--- config.mk ---
export PLATFORM = sky130hd
export DESIGN_NAME = serial_bit_scanner_flat
export DESIGN_NICKNAME = d
export VERILOG_FILES = /design/src/rtl/serial_bit_scanner_if.sv /design/src/rtl/serial_bit_scanner.sv /design/src/flat_wrapper.sv
export SDC_FILE = /design/constraint.sdc
export NUM_CORES = 1
export LEC_CHECK = 0
export BUFFER_PORTS_ARGS = -buffer_cell sky130_fd_sc_hd__buf_2
export CAP_MARGIN = 20
export CORE_MARGIN = 2
export CORE_UTILIZATION = 60
export DETAILED_ROUTE_END_ITERATION = 10
export HOLD_SLACK_MARGIN = 0.08
export PLACE_DENSITY = 0.86
export RECOVER_POWER = 50
export SKIP_LAST_GASP = 1
export SYNTH_ARGS = -nofsm -noshare
export SYNTH_HDL_FRONTEND = slang
export SYNTH_SLANG_ARGS = --single-unit
--- constraint.sdc ---
create_clock -name GlobalClock -period 7.7 [get_ports GlobalClock]
set_clock_uncertainty 0.15 [all_clocks]
set_input_delay 0.77 -clock GlobalClock [delete_from_list [all_inputs] [get_ports GlobalClock]]
set_output_delay 0.77 -clock GlobalClock [all_outputs]
set_load 0.03 [all_outputs]
--- src/rtl/serial_bit_scanner_if.sv ---
// Mux-select / serial-link bundle between the bit scanner, the 32:1 mux and the display.
interface serial_bit_scanner_if;
    logic       Start;
    logic       MuxOut;
    logic [4:0] Sel;
    logic       MuxEnable;
    logic       SerData;
    logic       SerClk;
    logic       SerLatch;
    logic       Busy;
    logic       Done;

    // Scanner side: drives the mux select and the serial link.
    modport master (
        input  Start,
        input  MuxOut,
        output Sel,
        output MuxEnable,
        output SerData,
        output SerClk,
        output SerLatch,
        output Busy,
        output Done
    );

    // Environment side: requests transactions, returns the mux bit, observes the link.
    modport slave (
        output Start,
        output MuxOut,
        input  Sel,
        input  MuxEnable,
        input  SerData,
        input  SerClk,
        input  SerLatch,
        input  Busy,
        input  Done
    );
endinterface

--- src/rtl/serial_bit_scanner.sv ---
// Walks the 32:1 mux select, serialises the returned bit onto SerData with a
// divided SerClk, and strobes SerLatch once the whole word has been shifted.
module serial_bit_scanner #(
    parameter int unsigned BIT_COUNT = 32,
    parameter int unsigned CLK_DIV   = 2,
    parameter bit          MSB_FIRST = 1'b0
) (
    input  logic                 GlobalClock,
    input  logic                 Reset_n,
    serial_bit_scanner_if.master bus
);

    typedef enum logic [1:0] {
        IDLE  = 2'd0,
        LOW   = 2'd1,
        HIGH  = 2'd2,
        LATCH = 2'd3
    } state_t;

    localparam logic [4:0] LAST_IDX = 5'(BIT_COUNT - 1);
    localparam logic [4:0] IDLE_SEL = MSB_FIRST ? LAST_IDX : 5'd0;
    localparam logic [7:0] DIV_LAST = 8'(CLK_DIV - 1);

    state_t     state_q,    state_d;
    logic [7:0] div_cnt_q,  div_cnt_d;
    logic [4:0] bit_cnt_q,  bit_cnt_d;
    logic [4:0] sel_q,      sel_d;
    logic       mux_en_q,   mux_en_d;
    logic       ser_data_q, ser_data_d;
    logic       ser_clk_q,  ser_clk_d;
    logic       latch_q,    latch_d;
    logic       busy_q,     busy_d;
    logic       done_q,     done_d;

    // Next-state and next-output computation for the bit sequencer.
    always_comb begin
        state_d    = state_q;
        div_cnt_d  = div_cnt_q;
        bit_cnt_d  = bit_cnt_q;
        sel_d      = sel_q;
        mux_en_d   = mux_en_q;
        ser_data_d = ser_data_q;
        ser_clk_d  = ser_clk_q;
        latch_d    = 1'b0;
        busy_d     = busy_q;
        done_d     = 1'b0;

        unique case (state_q)
            IDLE: begin
                mux_en_d  = 1'b0;
                ser_clk_d = 1'b0;
                busy_d    = 1'b0;
                if (bus.Start) begin
                    state_d   = LOW;
                    busy_d    = 1'b1;
                    mux_en_d  = 1'b1;
                    sel_d     = IDLE_SEL;
                    div_cnt_d = '0;
                    bit_cnt_d = '0;
                end
            end

            LOW: begin
                // Capture early so SerData settles CLK_DIV-1 cycles before SerClk rises.
                if (div_cnt_q == 8'd0) begin
                    ser_data_d = bus.MuxOut;
                end
                if (div_cnt_q == DIV_LAST) begin
                    state_d   = HIGH;
                    div_cnt_d = '0;
                    ser_clk_d = 1'b1;
                end else begin
                    div_cnt_d = div_cnt_q + 8'd1;
                end
            end

            HIGH: begin
                if (div_cnt_q == DIV_LAST) begin
                    div_cnt_d = '0;
                    ser_clk_d = 1'b0;
                    if (bit_cnt_q == LAST_IDX) begin
                        state_d  = LATCH;
                        mux_en_d = 1'b0;
                        latch_d  = 1'b1;
                    end else begin
                        state_d   = LOW;
                        bit_cnt_d = bit_cnt_q + 5'd1;
                        sel_d     = MSB_FIRST ? (sel_q - 5'd1) : (sel_q + 5'd1);
                    end
                end else begin
                    div_cnt_d = div_cnt_q + 8'd1;
                end
            end

            LATCH: begin
                state_d   = IDLE;
                ser_clk_d = 1'b0;
                busy_d    = 1'b0;
                done_d    = 1'b1;
                sel_d     = IDLE_SEL;
            end

            default: begin
                state_d = IDLE;
            end
        endcase
    end

    // State and registered outputs; reset clears everything without waiting for a clock.
    always_ff @(posedge GlobalClock or negedge Reset_n) begin
        if (!Reset_n) begin
            state_q    <= IDLE;
            div_cnt_q  <= '0;
            bit_cnt_q  <= '0;
            sel_q      <= '0;
            mux_en_q   <= 1'b0;
            ser_data_q <= 1'b0;
            ser_clk_q  <= 1'b0;
            latch_q    <= 1'b0;
            busy_q     <= 1'b0;
            done_q     <= 1'b0;
        end else begin
            state_q    <= state_d;
            div_cnt_q  <= div_cnt_d;
            bit_cnt_q  <= bit_cnt_d;
            sel_q      <= sel_d;
            mux_en_q   <= mux_en_d;
            ser_data_q <= ser_data_d;
            ser_clk_q  <= ser_clk_d;
            latch_q    <= latch_d;
            busy_q     <= busy_d;
            done_q     <= done_d;
        end
    end

    assign bus.Sel       = sel_q;
    assign bus.MuxEnable = mux_en_q;
    assign bus.SerData   = ser_data_q;
    assign bus.SerClk    = ser_clk_q;
    assign bus.SerLatch  = latch_q;
    assign bus.Busy      = busy_q;
    assign bus.Done      = done_q;

endmodule

--- src/flat_wrapper.sv ---
// flat-port wrapper written by rule: the top's interface ports become plain ports
module serial_bit_scanner_flat 
#(
    parameter int unsigned BIT_COUNT = 32,
    parameter int unsigned CLK_DIV   = 2,
    parameter bit          MSB_FIRST = 1'b0
)
  (GlobalClock, Reset_n, bus_Start, bus_MuxOut, bus_Sel, bus_MuxEnable, bus_SerData, bus_SerClk, bus_SerLatch, bus_Busy, bus_Done);
  serial_bit_scanner_if bus_i ();
  input  logic GlobalClock;
  input  logic Reset_n;
  input wire logic [$bits(bus_i.Start)-1:0] bus_Start;
  input wire logic [$bits(bus_i.MuxOut)-1:0] bus_MuxOut;
  output wire logic [$bits(bus_i.Sel)-1:0] bus_Sel;
  output wire logic [$bits(bus_i.MuxEnable)-1:0] bus_MuxEnable;
  output wire logic [$bits(bus_i.SerData)-1:0] bus_SerData;
  output wire logic [$bits(bus_i.SerClk)-1:0] bus_SerClk;
  output wire logic [$bits(bus_i.SerLatch)-1:0] bus_SerLatch;
  output wire logic [$bits(bus_i.Busy)-1:0] bus_Busy;
  output wire logic [$bits(bus_i.Done)-1:0] bus_Done;
  assign bus_i.Start = bus_Start;
  assign bus_i.MuxOut = bus_MuxOut;
  assign bus_Sel = bus_i.Sel;
  assign bus_MuxEnable = bus_i.MuxEnable;
  assign bus_SerData = bus_i.SerData;
  assign bus_SerClk = bus_i.SerClk;
  assign bus_SerLatch = bus_i.SerLatch;
  assign bus_Busy = bus_i.Busy;
  assign bus_Done = bus_i.Done;
  serial_bit_scanner #(.BIT_COUNT(BIT_COUNT), .CLK_DIV(CLK_DIV), .MSB_FIRST(MSB_FIRST)) u_core (.GlobalClock(GlobalClock), .Reset_n(Reset_n), .bus(bus_i));
endmodule
=== After elaboration in Yosys (flattened, before gate mapping) ===
Index checks and enable logic that the tools add are counted.

* Flip-flop bits (word level): 26
* Bits of input ports: 4
* Output and inout port bits: 11
* Word-level logic and storage cells: 65

* Add/sub/neg operators: 3
* Equal/unequal tests: 10
* Multiplexer cells: 27
* Reduce and logical (&&, ||, !) cells: 15

{| class="wikitable"
|+ Operators with widths
! kind !! count
|-
| 5-bit two-way mux || 5
|-
| 8-bit two-way mux || 2
|-
| 8-bit case mux with 2 select lines || 1
|-
| 5-bit case mux with 3 select lines || 1
|-
| 5-bit by 1-bit adder with 5-bit output, second input constant || 2
|-
| 5-bit case mux with 2 select lines || 1
|-
| 1-bit two-way mux || 9
|-
| 8-bit by 1-bit adder with 8-bit output, second input constant || 1
|-
| 8-bit by 1-bit == test with 1-bit output, second input constant || 1
|-
| 8-bit zero test || 1
|-
| 2-bit two-way mux || 4
|-
| 2-bit case mux with 4 select lines || 1
|-
| 4-bit AND reduction || 2
|-
| 2-bit by 1-bit inequality test with 1-bit output, second input constant || 3
|-
| 2-bit AND reduction || 3
|-
| 3-bit AND reduction || 2
|-
| 2-bit nonzero test || 3
|-
| 5-bit == test, second input constant || 1
|-
| 2-bit == test, second input constant || 2
|-
| 2-bit inequality test, second input constant || 2
|-
| 1-bit case mux with 2 select lines || 2
|-
| 2-bit OR reduction || 2
|-
| 1-bit case mux with 3 select lines || 1
|-
| 3-bit nonzero test || 1
|-
| other kinds (2) || 2
|}

=== Longest topological paths before layout ===
* Depth in word-level cells: 4
* Gate-level depth with buffers: 8
* Depth with buffers taken out: 7

=== Worst setup path before layout ===
OpenSTA, ideal clock, no wires.

* Kind: register to register
* From: register u_core.bit_cnt_q[0]
* To: register u_core.sel_q[4], in the netlist u_core.bus.Sel[4]
* Library setup time: 121 ps
* Data arrival time: 2,297 ps
* Required time: 7,429 ps
* Setup slack: 5,132 ps
* Stages on the path, launching flop included: 9
* Buffers on the path: 1
* Period minus slack after synthesis: 2,568 ps
* Path through: dfrtp_1 ha_1 and3_1 ha_1 or4b_1 clkbuf_1 nor3_2 mux2_1 a22o_2

* Longest elaborated chain between the ends: 3

{| class="wikitable"
|+ RTL lines
! what !! line !! text
|-
| start: declaration || serial_bit_scanner.sv:26 || <nowiki>logic [4:0] bit_cnt_q, bit_cnt_d;</nowiki>
|-
| start signal: assignment || serial_bit_scanner.sv:125 || <nowiki>bit_cnt_q <= bit_cnt_d;</nowiki>
|-
| 5-bit == test || serial_bit_scanner.sv:81 || <nowiki>if (bit_cnt_q == LAST_IDX) begin</nowiki>
|-
| 2-bit inequality test (no line) || - ||
|-
| 4-bit AND reduction (no line) || - ||
|-
| end signal: assignment || serial_bit_scanner.sv:126 || <nowiki>sel_q <= sel_d;</nowiki>
|-
| end: declaration || serial_bit_scanner.sv:27 || <nowiki>logic [4:0] sel_q, sel_d;</nowiki>
|}

Every way passes these cells.
A chain may end at the register's enable or synchronous reset.

=== Worst setup path in the final report ===
Same ends and word-level chain as after synthesis.

==> key figures <==
Routing
  • Post-route DRC: 0
  • Total iterations of the first detailed-routing run: 4
  • WL/cell: 15.6 µm
  • Routed WL: 3.14 mm
  • Vias: 1230
  • Number of vias per cell: 6.12
  • Post-DRT Antenna Nets: 0
  • Iter 0 DRT Violations: 43

Place
  • Inst Count DP: 198
  • Final HPWL DP: 2.32 mm
  • Input/output buffers: 14
  • RD Place Congestion: 0.890

Power
  • Leak Pwr: 0.758 nW
  • Switching share of total power: 47.7%
  • Psw: 0.248 mW
  • Clock network power share: 11.2%
  • Sequential share of power: 36.3%
  • Pwr Density: 326 nW/µm²
  • Peak VDD IR: 266 µV
  • Tot Pwr: 0.520 mW
  • Int Power: 0.272 mW
  • Combinational share of power: 52.5%

Worst setup path
  • Buffers plus inverters on the worst setup path: 0
  • R2R depth: 7
  • Worst reg2reg endpoint: u_core.bus.Sel[4]
  • Crit path largest cell delay: 0.58 ns
  • Origin of the worst setup path: u_core.bit_cnt_q[0]
  • Critical R2R Launch: u_core.bit_cnt_q[0]
  • Worst setup path endpoint: u_core.bus.Sel[4]
  • Crit path max fanout: 6
  • Arrival time at the worst endpoint: 2.79 ns
  • CP max-delay cell: or4b_1
  • Startpoint types: flip-flop
  • Cell mode on critical path: ha_1
  • Cell family with most CP delay: simple AND/OR/NAND/NOR gates
  • Reg2reg setup slack: 4.99 ns
  • Critical path depth: 7
  • Crit end category: flip-flop
  • CP Cell Sequence: ha_1 > and3_1 > ha_1 > or4b_1 > nor3_2 > mux2_1 > a22o_2
  • Critical path required time: 7.78 ns
  • Critical path class: reg2reg

Synthesis
  • Most frequent cell after synthesis: dfrtp_1
  • Avg Inst Size Synth: 9.44 µm²
  • Post-synthesis register bit count: 26
  • Syn Inst Count: 160
  • EDFF count, synth: 0
  • Synthesized area: 1510 µm²
  • Post-synth top area cell: dfrtp_1
  • Post-synthesis async set-or-reset flop share: 100%
  • Largest cells by area after synthesis: dfrtp_1 (43%), ha_1 (8.3%), nand3_1 (4.6%), o21ai_0 (4.3%), nand2_1 (4.0%)
  • Sequential area share after synthesis: 43.1%
  • Main synth FF type: dfrtp_1
  • Post-Syn Nets: 174
  • Synth warn: 0
  • Commonest cells in the synthesized netlist: dfrtp_1 (26), nand2_1 (16), nand3_1 (14), o21ai_0 (13), nor2_1 (11)
  • Synth top area share: 43.1%
  • Yosys cell types: 43

Flow run
  • Max cap viols: 0

Cells and area
  • Area Overhead vs Synth: 5.72%
  • Antenna fix cells: 0
  • Fill count: 208
  • NumNets Final: 187
  • Non-Filler Instances: 201
  • Fraction of final layout cells sized beyond drive strength 1: 11.7%

Die
  • Initial Util: 62.1%
  • I/O pins: 15
  • Die height: 54.2 µm
  • Core area: 2430 µm²
  • Die area: 2930 µm²
  • Die width: 54.2 µm
  • # rows: 18

Min path
  • HP Class: reg2reg

GRT
  • Vias in the first global route: 1135
  • GR Overflow Total: 0
  • Tot GR Track Use: 24.4%
  • Global-route wire length before repair: 5.15 mm
  • Largest net degree at the start of global routing: 27
  • Initial antenna violation count: 0

Clock tree
  • CTS Root Cell: clkbuf_4
  • Longest Clk Path Bufs: 2
  • CTS tree: built
  • Clock transition at path regs: 0.14 ns
  • Clk Latency, worst-skew pair: 0.32 ns
  • Post-CTS sizing: 0
  • Postcts setup bufs: 0
  • Hold_buf cts: 0
  • Sink Count: 26
  • CTS H-Tree Depth: 1
  • TritonCTS Buffers: 3

STA
  • Max-slew violation count: 0
  • Final setup vio count: 0
  • Rel. slew slack: 8.06%
  • Hold Fails Final Rpt: 0
  • Unrepaired setup endpoints after global routing: false
  • Final Cycle Share: 35.1%
  • Setup TNS: 0 ns
  • Crit path time final: 2.71 ns
  • Worst-Margin Slew: 1.38 ns
  • Fmax: 370 MHz

Run status
  • Status: finished, final reports clean
==> area by class of cell <==
class / count / area [µm²] / area share, %
Sequential cell: 26 / 651 / 40.8
Timing Repair Buffer: 14 / 66.3 / 4.15
Clock buffer: 3 / 22.5 / 1.41
Multi-Input combinational cell: 121 / 793 / 49.7
Inverter: 7 / 26.3 / 1.65
Tap cell: 30 / 37.5 / 2.35
==> cells in the final DEF (no fill, tap or decap), types with 4 or more instances in the layout <==
master,synthesis,routed
xnor2_1,4,4
inv_1,7,7
ha_1,10,10
buf_2,2,11
dfrtp_1,26,26
nor2_1,11,11
nand3_1,14,14
nand2b_1,5,5
a21oi_1,5,5
nand2_1,16,16
nor3_1,4,4
o21ai_0,13,13
==> metal layers <==
metal	routed length, µm	part of all wire (%)	vias up	GRT usage (%)
li1	-	-	594	-
met1	1360	43	595	31.3
met2	1590	51	33	41.6
met3	129	4.1	8	3.61
met4	53	1.7	0	8.75
met5	0	0	-	0
==> power groups by stage <==
stage               sequential [mW]  clock (mW)  combinational (mW)
global placement              0.190           0               0.260
detailed placement            0.193           0               0.273
floorplan                     0.217           0               0.182
finish                        0.189      0.0581               0.273
CTS                           0.190      0.0584               0.275
global route                  0.194      0.0652               0.304
==> worst min path at each step <==
stage / startpoint / endpoint / slack, ns / cells past startpoint
finish: u_core.bus.Busy / u_core.bus.Busy / 0.36 / 2
global route: u_core.bus.SerData / u_core.bus.SerData / 0.40 / 1
detailed placement: u_core.bus.SerData / u_core.bus.SerData / 0.34 / 1
floorplan: Reset_n / u_core.bit_cnt_q[0] / 0.32 / 0
CTS: Reset_n / u_core.bus.Done / 0.28 / 1
global placement: u_core.bus.Busy / u_core.bus.Busy / 0.32 / 2
==> logic make-up (layout without fill, tap and decap cells) <==
family | count (synthesis) | in the layout | synth area share [%]
XOR/XNOR | 4 | 4 | 2.32
multiplexers | 4 | 4 | 2.82
adder cells (fa/ha/maj) | 10 | 10 | 8.29
AND/OR/NAND/NOR | 71 | 71 | 26.3
flip-flops | 26 | 26 | 43.1
AO/OA/AOI/OAI | 32 | 32 | 13.8
buffers and inverters | 13 | 24 | 3.40
==> registers in the layout, indices dropped and copies added (netlist names) <==
register              flops
u_core.bit_cnt_q          5
u_core.bus.Busy           1
u_core.bus.Done           1
u_core.bus.MuxEnable      1
u_core.bus.Sel            5
u_core.bus.SerClk         1
u_core.bus.SerData        1
u_core.bus.SerLatch       1
u_core.div_cnt_q          8
u_core.state_q            2
==> worst register-to-register path: stages (launching register included) <==
cell	delay (ns)
dfrtp_1	0.46
ha_1	0.25
and3_1	0.19
ha_1	0.24
or4b_1	0.58
nor3_2	0.19
mux2_1	0.34
a22o_2	0.21
==> per-stage QoR <==
step	instance area (µm²)	utilization [%]	hold slack, ns	worst slack [ns]
after floorplan	1510	-	0.324	5.13
after global routing	1600	65.6	0.400	4.90
after detailed placement	1590	65.5	0.342	5.02
final	1600	65.6	0.362	4.99
after CTS	1620	66.4	0.282	5.01
after global placement	1590	65.5	0.318	5.10
Power figures use the tool's default switching activity.
